==> src/rtl/round_ko_sequencer_pkg.sv <==
// Shared definitions for the round/KO sequencer and the status-bar renderer:
// state encodings, winner codes, default health and saturating damage helper.
package round_ko_sequencer_pkg;

  typedef logic [8:0] health_t;

  localparam logic [2:0] ST_READY     = 3'd0;
  localparam logic [2:0] ST_FIGHT     = 3'd1;
  localparam logic [2:0] ST_DRAIN     = 3'd2;
  localparam logic [2:0] ST_KO_FLASH  = 3'd3;
  localparam logic [2:0] ST_ROUND_END = 3'd4;

  localparam logic [1:0] WIN_NONE = 2'b00;
  localparam logic [1:0] WIN_L    = 2'b01;
  localparam logic [1:0] WIN_R    = 2'b10;
  localparam logic [1:0] WIN_DRAW = 2'b11;

  localparam health_t DEFAULT_MAX_HEALTH = 9'd300;

  // Damage at or above the remaining health floors it at zero.
  function automatic health_t sat_sub(input health_t h, input health_t d);
    return (d >= h) ? '0 : health_t'(h - d);
  endfunction

endpackage

==> src/rtl/round_ko_sequencer_anim_tick_gen.sv <==
// Animation tick generator: free-running 0..TICK_DIV-1 counter, one-cycle tick
// at the terminal count. Also used by the status-bar renderer.
module anim_tick_gen #(
  parameter int TICK_DIV = 5_000_000
) (
  input  logic clk,
  input  logic reset,
  output logic tick
);

  localparam int CW = (TICK_DIV > 1) ? $clog2(TICK_DIV) : 1;

  logic [CW-1:0] r_cnt;
  logic          w_last;

  assign w_last = (r_cnt == CW'(TICK_DIV - 1));
  assign tick   = w_last;

  always_ff @(posedge clk) begin
    if (reset) begin
      r_cnt <= '0;
    end else if (w_last) begin
      r_cnt <= '0;
    end else begin
      r_cnt <= r_cnt + 1'b1;
    end
  end

endmodule

==> src/rtl/round_ko_sequencer.sv <==
// Round sequencer: owns both fighters' health, accepts hits during FIGHT, waits
// for the status bars to finish draining, flashes the KO banner and tallies wins.
module round_ko_sequencer
  import round_ko_sequencer_pkg::*;
#(
  parameter health_t    MAX_HEALTH      = DEFAULT_MAX_HEALTH,
  parameter int         TICK_DIV        = 5_000_000,
  parameter int         DRAIN_MAX_TICKS = 40,
  parameter int         KO_FLASH_TICKS  = 20,
  parameter logic [1:0] WINS_TO_MATCH   = 2'd2
) (
  input  logic       clk,
  input  logic       reset,
  input  logic       round_start,
  input  logic       hit_l,
  input  logic [8:0] hit_dmg_l,
  input  logic       hit_r,
  input  logic [8:0] hit_dmg_r,
  input  logic [8:0] final_health_l,
  input  logic [8:0] final_health_r,
  output logic [8:0] curr_health_l,
  output logic [8:0] curr_health_r,
  output logic       hit_accept_l,
  output logic       hit_accept_r,
  output logic       freeze,
  output logic       ko_show,
  output logic       round_over,
  output logic [1:0] winner,
  output logic [1:0] wins_l,
  output logic [1:0] wins_r,
  output logic       match_over
);

  localparam int TMAX = (DRAIN_MAX_TICKS > KO_FLASH_TICKS) ? DRAIN_MAX_TICKS : KO_FLASH_TICKS;
  localparam int TCW  = $clog2(TMAX + 1);

  logic [2:0]     r_state;
  health_t        r_health_l;
  health_t        r_health_r;
  logic           r_accept_l;
  logic           r_accept_r;
  logic           r_freeze;
  logic           r_ko_show;
  logic           r_round_over;
  logic [1:0]     r_winner;
  logic [1:0]     r_wins_l;
  logic [1:0]     r_wins_r;
  logic           r_match_over;
  logic [TCW-1:0] r_tick_cnt;

  logic       w_tick;
  logic       w_drain_match;
  logic       w_drain_last;
  logic       w_flash_last;
  logic [1:0] w_winner;
  logic [1:0] w_wins_l_next;
  logic [1:0] w_wins_r_next;

  anim_tick_gen #(
    .TICK_DIV (TICK_DIV)
  ) u_tick (
    .clk   (clk),
    .reset (reset),
    .tick  (w_tick)
  );

  assign w_drain_match = (final_health_l == r_health_l) && (final_health_r == r_health_r);
  assign w_drain_last  = w_tick && (r_tick_cnt == TCW'(DRAIN_MAX_TICKS - 1));
  assign w_flash_last  = w_tick && (r_tick_cnt == TCW'(KO_FLASH_TICKS - 1));

  // Outcome of the round as it stands; only latched on the way into ROUND_END.
  always_comb begin
    w_winner      = WIN_R;
    w_wins_l_next = r_wins_l;
    w_wins_r_next = r_wins_r;
    if (r_health_l == '0 && r_health_r == '0) begin
      w_winner = WIN_DRAW;
    end else if (r_health_r == '0) begin
      w_winner = WIN_L;
    end
    if (w_winner == WIN_L && r_wins_l != WINS_TO_MATCH) begin
      w_wins_l_next = r_wins_l + 2'd1;
    end
    if (w_winner == WIN_R && r_wins_r != WINS_TO_MATCH) begin
      w_wins_r_next = r_wins_r + 2'd1;
    end
  end

  always_ff @(posedge clk) begin
    if (reset) begin
      r_state      <= ST_READY;
      r_health_l   <= MAX_HEALTH;
      r_health_r   <= MAX_HEALTH;
      r_accept_l   <= 1'b0;
      r_accept_r   <= 1'b0;
      r_freeze     <= 1'b1;
      r_ko_show    <= 1'b0;
      r_round_over <= 1'b0;
      r_winner     <= WIN_NONE;
      r_wins_l     <= 2'd0;
      r_wins_r     <= 2'd0;
      r_match_over <= 1'b0;
      r_tick_cnt   <= '0;
    end else begin
      r_accept_l <= 1'b0;
      r_accept_r <= 1'b0;
      case (r_state)
        ST_READY: begin
          if (round_start) begin
            r_state  <= ST_FIGHT;
            r_freeze <= 1'b0;
          end
        end
        ST_FIGHT: begin
          if (hit_l) begin
            r_health_l <= sat_sub(r_health_l, hit_dmg_l);
            r_accept_l <= 1'b1;
          end
          if (hit_r) begin
            r_health_r <= sat_sub(r_health_r, hit_dmg_r);
            r_accept_r <= 1'b1;
          end
          // KO is judged on the already-updated health, one cycle after the hit.
          if (r_health_l == '0 || r_health_r == '0) begin
            r_state    <= ST_DRAIN;
            r_freeze   <= 1'b1;
            r_tick_cnt <= '0;
          end
        end
        ST_DRAIN: begin
          if (w_drain_match || w_drain_last) begin
            r_state    <= ST_KO_FLASH;
            r_tick_cnt <= '0;
            r_ko_show  <= 1'b1;
          end else if (w_tick) begin
            r_tick_cnt <= r_tick_cnt + 1'b1;
          end
        end
        ST_KO_FLASH: begin
          if (w_flash_last) begin
            r_state      <= ST_ROUND_END;
            r_ko_show    <= 1'b1;
            r_round_over <= 1'b1;
            r_winner     <= w_winner;
            r_wins_l     <= w_wins_l_next;
            r_wins_r     <= w_wins_r_next;
            r_match_over <= (w_wins_l_next == WINS_TO_MATCH) || (w_wins_r_next == WINS_TO_MATCH);
            r_tick_cnt   <= '0;
          end else if (w_tick) begin
            r_ko_show  <= ~r_ko_show;
            r_tick_cnt <= r_tick_cnt + 1'b1;
          end
        end
        ST_ROUND_END: begin
          if (round_start) begin
            r_state      <= ST_READY;
            r_health_l   <= MAX_HEALTH;
            r_health_r   <= MAX_HEALTH;
            r_ko_show    <= 1'b0;
            r_round_over <= 1'b0;
            r_winner     <= WIN_NONE;
            if (r_match_over) begin
              r_wins_l     <= 2'd0;
              r_wins_r     <= 2'd0;
              r_match_over <= 1'b0;
            end
          end
        end
        default: begin
          r_state <= ST_READY;
        end
      endcase
    end
  end

  assign curr_health_l = r_health_l;
  assign curr_health_r = r_health_r;
  assign hit_accept_l  = r_accept_l;
  assign hit_accept_r  = r_accept_r;
  assign freeze        = r_freeze;
  assign ko_show       = r_ko_show;
  assign round_over    = r_round_over;
  assign winner        = r_winner;
  assign wins_l        = r_wins_l;
  assign wins_r        = r_wins_r;
  assign match_over    = r_match_over;

endmodule

==> config.mk <==
export PLATFORM = sky130hd
export DESIGN_NAME = round_ko_sequencer
export DESIGN_NICKNAME = d
export VERILOG_FILES = /design/src/rtl/round_ko_sequencer_pkg.sv /design/src/rtl/round_ko_sequencer_anim_tick_gen.sv /design/src/rtl/round_ko_sequencer.sv
export SDC_FILE = /design/constraint.sdc
export NUM_CORES = 1
export LEC_CHECK = 0
export BUFFER_PORTS_ARGS = -buffer_cell sky130_fd_sc_hd__buf_2
export CELL_PAD_IN_SITES_DETAIL_PLACEMENT = 0
export CELL_PAD_IN_SITES_GLOBAL_PLACEMENT = 1
export CORE_MARGIN = 4
export CORE_UTILIZATION = 44
export DETAILED_ROUTE_END_ITERATION = 10
export HOLD_SLACK_MARGIN = 0.06
export PLACE_DENSITY = 0.95
export RECOVER_POWER = 25
export SLEW_MARGIN = 10
export SYNTH_ARGS = -nofsm -noshare
export SYNTH_HDL_FRONTEND = slang
export SYNTH_SLANG_ARGS = --single-unit
==> constraint.sdc <==
create_clock -name clk -period 4.97 [get_ports clk]
set_input_delay 0 -clock clk [delete_from_list [all_inputs] [get_ports clk]]
set_output_delay 0 -clock clk [all_outputs]
set_load 0.005 [all_outputs]
==> metrics.md <==
| Metric | Value |
|---|---|
| Status | `finished clean` |
| Power Internal | `just over 0.9 mW` |
| Maximum clock frequency | `around 370 MHz` |
| Die Width | `~100 um` |
| CP max-delay cell | `or4_4` |
| #FFs+latches synth | `62` |
| Hold Path Class | `primary input to flip-flop` |
| Pwr/cell area | `slightly above 300 mW/mm^2` |
| Drt wl/cell | `13.92 um` |
| Die area | `slightly above 0.01 mm^2` |
| Clock share of power | `between 30% and 40%` |
| P_sw | `0.4237 mW` |
| Setup TNS | `0 ns` |
| CTS buffer count | `9` |
| Post-Syn Instances | `483` |
| Final worst slack | `between 2 and 2.5 ns` |
| Row cnt | `33` |
| CTS tree | `done` |
| Number of port buffers | `70` |
| RSZ-0062 raised after global routing | `no` |
| Starting density of the core | `between 40% and 50%` |
| Syn_area_per_cell | `7.968 um^2` |
| H-tree lvl count | `3` |
| Worst skew pair latency | `roughly 0.34 ns` |
| Share of async-settable or async-resettable flops after synthesis | `0%` |
| Via count | `between 3000 and 4000` |
| Fin nets | `620` |
| Pre-CTS WS | `~2.3 ns` |
| Design area | `about 0.0045 mm^2` |
| Core area | `0.008382 mm^2` |
| Setup-failing EPs final | `0` |
| Layout fillers | `832` |
| Worst path cell trace | `or4b_1 -> or4_4 -> or4_4 -> or3_1 -> nand2b_4 -> a21oi_2` |
| Drt drc | `0` |
| Post-CTS setup buffer count | `0` |
| Clk sink count | `slightly above 60` |
| Synth Cell Area | `0.003849 mm^2` |
| Clock Path Buffers | `2` |
| Initial antenna violation count | `0` |
| Largest net degree at the start of global routing | `46` |
| Routed WL | `9.228 mm` |
| Syn nets | `548` |
| Top-count cell post-synth | `nor2_1` |
| Worst VDD drop | `152.8 uV` |
| Overall Global Routing Usage | `roughly a fifth` |
| Final Skew | `0.008682 ns` |
| Most used DFF post-synth | `dfxtp_1` |
| Sw frac | `a little under a third` |
| Sequential group share of total power | `a little over two fifths` |
| Hpwl dp | `between 7 and 8 mm` |
| First-pass GRT wire length | `between 15 and 20 mm` |
| Root Driver | `clkbuf_8` |
| Share of post-route cells with drive strength above 1 | `15.23%` |
| Leak | `between 1.5 and 2 nW` |
| Vias in the first global route | `about 3300` |
| Initial DRT Pass Iterations | `4` |
| CP Launch Type | `flip-flop` |
| Worst Path Required | `about 5.2 ns` |
| Max Transition Viols Final | `0` |
| Final hold violations | `0` |
| Final ANT Viol Nets | `0` |
| Number of diodes | `0` |
| Fin crit share | `between 50% and 60%` |
| Share of the synthesized area in the top cell type | `roughly a third` |
| Synth top area cells | `dfxtp_1, ha_1, nor2_1` |
| Largest stage delay on the critical path | `between 0.6 and 0.7 ns` |
| CP arrival | `just under 3 ns` |
| Number of I/O pins | `71` |
| Routability congestion estimate | `0.8490` |
| Post-synth top cells | `nor2_1, dfxtp_1, inv_1, nand2_1` |
| Via density | `roughly 5.4` |
| Total of max-cap violations | `0` |
| Crit path top cell by count | `or4_4` |
| Dominant cell type by area after synthesis | `dfxtp_1` |
| Crit path time final | `2.669 ns` |
| Slew @ Worst Pin | `a little over 0.7 ns` |
| Grt total ovfl | `0` |
| Post-synth EDFFs | `0` |
| Kind of critical path | `flip-flop to flip-flop` |
| Yosys synthesis warning count | `0` |
| Synth cell types | `53` |
| CP endpoint kind | `flip-flop` |
| Clk pin slew, worst setup/hold paths | `approximately 0.070 ns` |
| Seq/Total Area, Yosys | `between 30 and 40%` |
| Part of the power in combinational logic | `about 25%` |
| Placed inst area | `between 0.004 and 0.005 mm^2` |
| Critical path peak fanout | `12` |
| Vert. Die Dim | `roughly 100 um` |
| Rel. slew slack | `around half` |
| Area Overhead vs Synth | `16.78%` |
| 1st-iter DRT viols | `approximately 190` |
-- routing by layer --
metal | routed length, um | global-route usage, %
met3 | 437 | 3.788
met5 | 0 | 0
met2 | 4232 | 29.48
met4 | 124 | 6.851
met1 | 4433 | 25.20
-- sequential cells by signal, summed over array words and instances (netlist names), 2 cells and up --
register	flops
winner	2
r_tick_cnt	6
curr_health_l	9
u_tick.r_cnt	23
wins_l	2
curr_health_r	9
r_state	3
wins_r	2
-- cell type report --
type | count | area [um^2] | area share [%]
repair buffers | 73 | 364.1 | 8.101
well taps | 105 | 131.4 | 2.923
inverters | 32 | 120.1 | 2.673
clock buffers | 11 | 151.4 | 3.369
flip-flops and latches | 62 | 1241 | 27.62
multi-input cells | 377 | 2441 | 54.32
clock inverters | 3 | 45.04 | 1.002
-- through the flow --
stage	power [mW]	hold slack, ns	instances	util (%)
final	1.357	0.1209	663	53.62
after global routing	1.439	0.1486	663	53.62
after CTS	1.368	0.1148	663	53.75
after detailed placement	0.9248	0.3702	648	51.29
after global placement	0.9174	0.3683	648	51.29
after floorplan	0.8201	0.1833	483	-
-- power by group through the flow --
stage / logic (mW) / registers [mW] / clock network, mW
final: 0.338 / 0.576 / 0.443
after global routing: 0.384 / 0.582 / 0.473
after CTS: 0.341 / 0.576 / 0.452
after detailed placement: 0.338 / 0.587 / 0
after global placement: 0.333 / 0.585 / 0
after floorplan: 0.252 / 0.568 / 0
-- layout by cell type (no fill, tap or decap), types with 3 or more instances in the layout --
cell | synthesis | routed
inv_1 | 32 | 32
nand3b_1 | 7 | 7
xor2_1 | 30 | 30
nor4_1 | 7 | 7
o21ai_0 | 30 | 30
nand2_1 | 32 | 32
a21o_1 | 4 | 4
or4_1 | 3 | 3
dfxtp_1 | 62 | 62
a31oi_1 | 5 | 5
buf_2 | 1 | 61
and3_1 | 5 | 5
xnor2_1 | 19 | 19
nor2_1 | 72 | 72
a211oi_1 | 6 | 6
ha_1 | 22 | 22
nor2b_1 | 11 | 11
or3_1 | 5 | 5
and2_1 | 4 | 4
nor3_1 | 9 | 9
nand3_1 | 15 | 15
clkbuf_8 | 0 | 11
a22oi_1 | 10 | 10
a21oi_1 | 20 | 20
clkbuf_1 | 11 | 9
nor3b_1 | 5 | 5
nand4_1 | 11 | 11
nand2b_1 | 6 | 6
-- final timing paths --
| check | startpoint | to | slack [ns] | cells past startpoint |
|---|---|---|---|---|
| worst max-delay path | u_tick.r_cnt[10] | wins_l[0] | 2.30 | 6 |
| worst min-delay path | hit_r | hit_accept_r | 0.12 | 3 |
| worst max register to register | u_tick.r_cnt[10] | wins_l[0] | 2.30 | 6 |
| worst min register to register | freeze | freeze | 0.46 | 2 |
-- cell families after synthesis --
family	after synthesis	synth area share, %
muxes	2	0.5202
AOI/OAI and AO/OA	97	16.09
buffers and inverters	44	4.324
and+or+nand+nor	205	27.47
adders and majority gates	24	8.192
xor gates and xnor gates	49	11.15
DFF	62	32.25
-- critical path, delay by kind of cell (launching register included) --
family / cells / cell delay (ns)
simple gates: 5 / 2.15
flops: 1 / 0.34
compound gates: 1 / 0.12
-- timing repair --
item / CTS / global route
hold endpoints to repair: 1 / 0
hold buffers: 1 / 0
resized for setup: 0 / 0
No activity file was read; power rests on OpenSTA's default activity.
